**src/rtl/bip_control_unit.sv**
```systemverilog
// bip_control_unit: fetch/decode/execute sequencer for the accumulator CPU.
// Optional macro BIP_CONTROL_INSTR_CNT_EN adds o_instr_cnt, a saturating count of retired instructions.
module bip_control_unit #(
   parameter int PC_WIDTH     = 11,
   parameter int OPCODE_WIDTH = 5,
   parameter int INSTR_WIDTH  = 16
) (
   input  logic                   i_clk,
   input  logic                   i_reset,
   input  logic                   i_start,
   input  logic [INSTR_WIDTH-1:0] i_instr,
   output logic [PC_WIDTH-1:0]    o_pc,
   output logic [PC_WIDTH-1:0]    o_signal,
   output logic [1:0]             o_selA,
   output logic                   o_selB,
   output logic                   o_WrAcc,
   output logic                   o_OP,
   output logic                   o_WrRam,
   output logic                   o_RdRam,
   output logic                   o_busy,
   output logic                   o_halt
`ifdef BIP_CONTROL_INSTR_CNT_EN
   ,
   output logic [15:0]            o_instr_cnt
`endif
);
   typedef enum logic [2:0] {IDLE, FETCH, EXEC, MEM, HALT} state_t;
   localparam logic [OPCODE_WIDTH-1:0] OP_HLT  = 5'b00000;
   localparam logic [OPCODE_WIDTH-1:0] OP_STO  = 5'b00001;
   localparam logic [OPCODE_WIDTH-1:0] OP_LD   = 5'b00010;
   localparam logic [OPCODE_WIDTH-1:0] OP_LDI  = 5'b00011;
   localparam logic [OPCODE_WIDTH-1:0] OP_ADD  = 5'b00100;
   localparam logic [OPCODE_WIDTH-1:0] OP_ADDI = 5'b00101;
   localparam logic [OPCODE_WIDTH-1:0] OP_SUB  = 5'b00110;
   localparam logic [OPCODE_WIDTH-1:0] OP_SUBI = 5'b00111;

   state_t                  state_q, state_d;
   logic [PC_WIDTH-1:0]     pc_q, pc_d;
   logic [INSTR_WIDTH-1:0]  ir_q, ir_d;
   logic [OPCODE_WIDTH-1:0] opc, ir_opc;

   // Next-state, PC/IR update and combinational control decode.
   always_comb begin
      opc      = i_instr[INSTR_WIDTH-1 -: OPCODE_WIDTH];
      ir_opc   = ir_q[INSTR_WIDTH-1 -: OPCODE_WIDTH];
      state_d  = state_q;
      pc_d     = pc_q;
      ir_d     = ir_q;
      o_pc     = pc_q;
      o_signal = '0;
      o_selA   = 2'b00;
      o_selB   = 1'b0;
      o_WrAcc  = 1'b0;
      o_OP     = 1'b0;
      o_WrRam  = 1'b0;
      o_RdRam  = 1'b0;
      o_busy   = state_q inside {FETCH, EXEC, MEM};
      o_halt   = state_q == HALT;
      case (state_q)
         IDLE:  state_d = i_start ? FETCH : IDLE;
         FETCH: state_d = EXEC;
         EXEC: begin
            ir_d     = i_instr;
            o_signal = i_instr[PC_WIDTH-1:0];
            state_d  = FETCH;
            pc_d     = pc_q + PC_WIDTH'(1);
            case (opc)
               OP_HLT: begin
                  state_d = HALT;
                  pc_d    = pc_q;
               end
               OP_STO: o_WrRam = 1'b1;
               OP_LD, OP_ADD, OP_SUB: begin
                  o_RdRam = 1'b1;
                  state_d = MEM;
                  pc_d    = pc_q;
               end
               OP_LDI: begin
                  o_selA  = 2'b01;
                  o_WrAcc = 1'b1;
               end
               OP_ADDI, OP_SUBI: begin
                  o_selA  = 2'b10;
                  o_selB  = 1'b1;
                  o_OP    = opc == OP_SUBI;
                  o_WrAcc = 1'b1;
               end
               default: ;
            endcase
         end
         MEM: begin
            o_signal = ir_q[PC_WIDTH-1:0];
            o_selA   = ir_opc == OP_LD ? 2'b00 : 2'b10;
            o_OP     = ir_opc == OP_SUB;
            o_WrAcc  = 1'b1;
            pc_d     = pc_q + PC_WIDTH'(1);
            state_d  = FETCH;
         end
         HALT: ;
         default: state_d = IDLE;
      endcase
   end

   // State, PC and instruction register; reset wins in every state.
   always_ff @(posedge i_clk) begin
      if (i_reset) begin
         state_q <= IDLE;
         pc_q    <= '0;
         ir_q    <= '0;
      end else begin
         state_q <= state_d;
         pc_q    <= pc_d;
         ir_q    <= ir_d;
      end
   end

`ifdef BIP_CONTROL_INSTR_CNT_EN
   logic [15:0] cnt_q, cnt_d;
   logic        retire;

   // An instruction retires when control returns to FETCH from EXEC/MEM or HALT is entered.
   always_comb begin
      retire = (state_d == FETCH && state_q inside {EXEC, MEM}) || (state_d == HALT && state_q != HALT);
      cnt_d  = retire && cnt_q != 16'hFFFF ? cnt_q + 16'd1 : cnt_q;
   end

   // Saturating retired-instruction counter.
   always_ff @(posedge i_clk) begin
      if (i_reset) cnt_q <= '0;
      else cnt_q <= cnt_d;
   end

   assign o_instr_cnt = cnt_q;
`endif
endmodule

```
**config.mk**
```make
export PLATFORM = sky130hd
export DESIGN_NAME = bip_control_unit
export DESIGN_NICKNAME = d
export VERILOG_FILES = /design/src/rtl/bip_control_unit.sv
export SDC_FILE = /design/constraint.sdc
export NUM_CORES = 1
export LEC_CHECK = 0
export BUFFER_PORTS_ARGS = -buffer_cell sky130_fd_sc_hd__buf_2
export CAP_MARGIN = 20
export CORE_ASPECT_RATIO = 0.8
export CORE_MARGIN = 1
export CORE_UTILIZATION = 45
export DETAILED_ROUTE_END_ITERATION = 6
export GPL_TIMING_DRIVEN = 0
export MAX_ROUTING_LAYER = met4
export PLACE_DENSITY = 0.76
export REMOVE_ABC_BUFFERS = 1
export SLEW_MARGIN = 20
export SYNTH_ARGS = -nofsm -noshare
export SYNTH_HDL_FRONTEND = slang
export SYNTH_SLANG_ARGS = --single-unit
export TNS_END_PERCENT = 5
```
**constraint.sdc**
```tcl
create_clock -name i_clk -period 1.3 [get_ports i_clk]
set_input_delay 0.195 -clock i_clk [delete_from_list [all_inputs] [get_ports i_clk]]
set_output_delay 0.195 -clock i_clk [all_outputs]
set_load 0.005 [all_outputs]
```
==> metrics <==
status=finished with violations; failing checks=setup timing; NetSw=0.000524 W; Cell Int Power=0.00162 W; htree depth=2; area of the die=3830 µm²; Setup crit end kind=output pin; final number of setup-violating endpoints=35; Tightest Pin Transition=0.649 ns; max-slew violations=0; Total Routing Usage GR=21.9%; Area Growth Syn to Fin=30.6%; required time worst endpoint=1.11 ns; TritonCTS clock tree=yes; largest net degree at the start of global routing=37; PD cells=1020 nW/µm²; Routed WL=3.78 mm; Post-route DRC=0; Final Core Density=61.5%; placed cell count=273; Comb power frac=12.2%; die width=68.9 µm; flop2flop setup slack=-0.27 ns; Rows=19; Final Power=0.00214 W; setup slack after layout=-0.378 ns; critical path startpoint category=register; Antenna Violating Nets Remaining=0; Tmin final=1.68 ns; Starting Density=47.1%; Worst slew margin=56.7%; cell area after synthesis=1610 µm²; Final Wtd Congestion=0.765; Non-Filler Instances=290; later-pin clock latency in the skew report=0.28 ns; I/O Buffers=49; synth warn=0; Final TNS setup=-4.79 ns; DR vias/cell=5.29; CTS Buf Count=5; Core Area=3420 µm²; IR drop worst, VDD=0.739 mV; CP Class=reg2out; I/O Pins=50; Final #Nets=267; Final HPWL DP=2.30 mm; most frequent cells in the layout=48 x buf_2, 34 x nand2_1, 23 x nor2_1, 23 x dfxtp_1, 20 x a21oi_1; Net Sw Frac=24.4%; Synth Register Bits=30; root buf cell=clkbuf_8; crit share post-route=129%; Clk network pwr share=42.9%; Worst Clk Skew=0.00308 ns; Synth Instances=196; WP data arrival=1.48 ns; Seq pwr share=44.9%; DR vias=1533; clock slew at reported path FFs=0.07 ns; DR WL/cell=13.0 µm; DRT Pass-1 Iters=4; initial antenna violation count=0; grt ovf=0; RSZ-0062 raised after global routing=true; vias in the first global route=1309; Max Cap Viol=0; Sink Count=30; Die H=55.5 µm; worst min-delay path class=in2reg; mean area per synthesized cell=8.23 µm²; Cell variety after synth=40; Pleak=0.872 nW; layout cells sized above 1=39.1%; Max Clock Freq=596 MHz; most frequent standard cell in the layout excluding fill and tap cells=buf_2; sequential element share of the synthesized area=37.2%; clock buffer depth=2; Layout fillers=313; first-pass GRT wire length=5.93 mm; Initial DRC Count=104; hold_buf cts=0; Antenna Cells=0; Max Fanout on Critical Path=2; endpoints failing hold=0
[final cells by class]
cell class / count / area [µm²] / share of cell area (%)
clock buffer: 5 / 68.8 / 3.27
clock inverter: 3 / 40.0 / 1.90
inverter: 1 / 3.75 / 0.178
multi-input combinational: 150 / 968 / 46.0
sequential: 30 / 617 / 29.3
tap: 42 / 52.6 / 2.49
timing repair buffer: 59 / 357 / 16.9
[power by group through the flow]
stage	Sequential, W	Combinational (W)	Clock (W)
floorplan	0.000991	0.000112	0
global placement	0.000998	0.000198	0
detailed placement	0.00100	0.000206	0
CTS	0.000961	0.000256	0.000932
global route	0.000965	0.000282	0.000993
finish	0.000963	0.000262	0.000920
[registers in the layout, indices dropped and copies added (netlist names)]
| register | flops |
|---|---|
| o_pc | 11 |
| ir_q | 16 |
| state_q | 3 |
[timing repair]
item	in CTS	in global routing
resized for setup	24	7
pin swaps	24	17
endpoints found under the setup margin	50	46
setup buffers	9	0
[stage by stage]
stage | setup slack [ns] | instance area (µm²) | hold WS (ns)
detailed placement | -0.961 | 1830 | 0.444
floorplan | -0.888 | 1510 | 0.257
finish | -0.378 | 2110 | 0.154
global route | -0.449 | 2110 | 0.143
global placement | -1.37 | 1810 | 0.439
CTS | -0.401 | 2090 | 0.148
[worst max-delay path, cell delays in order (launching register included)]
cell,delay [ns]
dfxtp_1,0.31
or4b_4,0.53
buf_4,0.15
o2bb2ai_2,0.09
buf_2,0.12
[cells by family (layout without fill, tap and decap cells)]
group / count (synthesis) / in the layout / share of synthesized area (%)
simple gates: 99 / 99 / 32.9
compound gates: 33 / 33 / 11.6
fa+ha+maj: 1 / 1 / 0.776
flops: 30 / 30 / 37.2
mux: 17 / 17 / 11.0
buf+inv: 16 / 68 / 6.52
[layer usage]
metal,wire length (µm),part of all wire [%],GRT usage (%)
met1,1830,49,29.9
met2,1700,45,28.6
met3,186,4.9,7.02
met4,55,1.5,10.8
met5,0,0,-
[final timing paths]
path | startpoint | to | cells after the start
setup / recovery | ir_q[11] | o_OP | 4
hold / removal | i_instr[7] | ir_q[7] | 3
setup reg to reg | state_q[1] | o_pc[7] | 4
hold reg to reg | ir_q[7] | ir_q[7] | 2
[synth_stat cells (all sizes together)]
master   count  area [µm²]
nand2       35         131
dfxtp       30         601
nor2        24        90.1
a21oi       22         114
buf         12        90.1
mux2i       11         110
nor2b        8        50.1
nor4         7        65.1
mux2         6        67.6
nor3b        4        41.3
a31oi        3        18.8
clkbuf       3        11.3
nand3        3        15.0
o21ai        3        15.0
o31ai        3        22.5
or4          3        22.5
and3         2        13.8
nand2b       2        20.0
nand4        2        12.5
nand4b       2        17.5
and2b        1        7.51
ha           1        12.5
inv          1        3.75
nand3b       1        7.51
nor3         1        5.00
o211ai       1        7.51
o2bb2ai      1        8.76
or2          1        6.26
or3          1        6.26
or3b         1        8.76
or4b         1        10.0
Note: power is estimated with default switching activity, not from simulation.
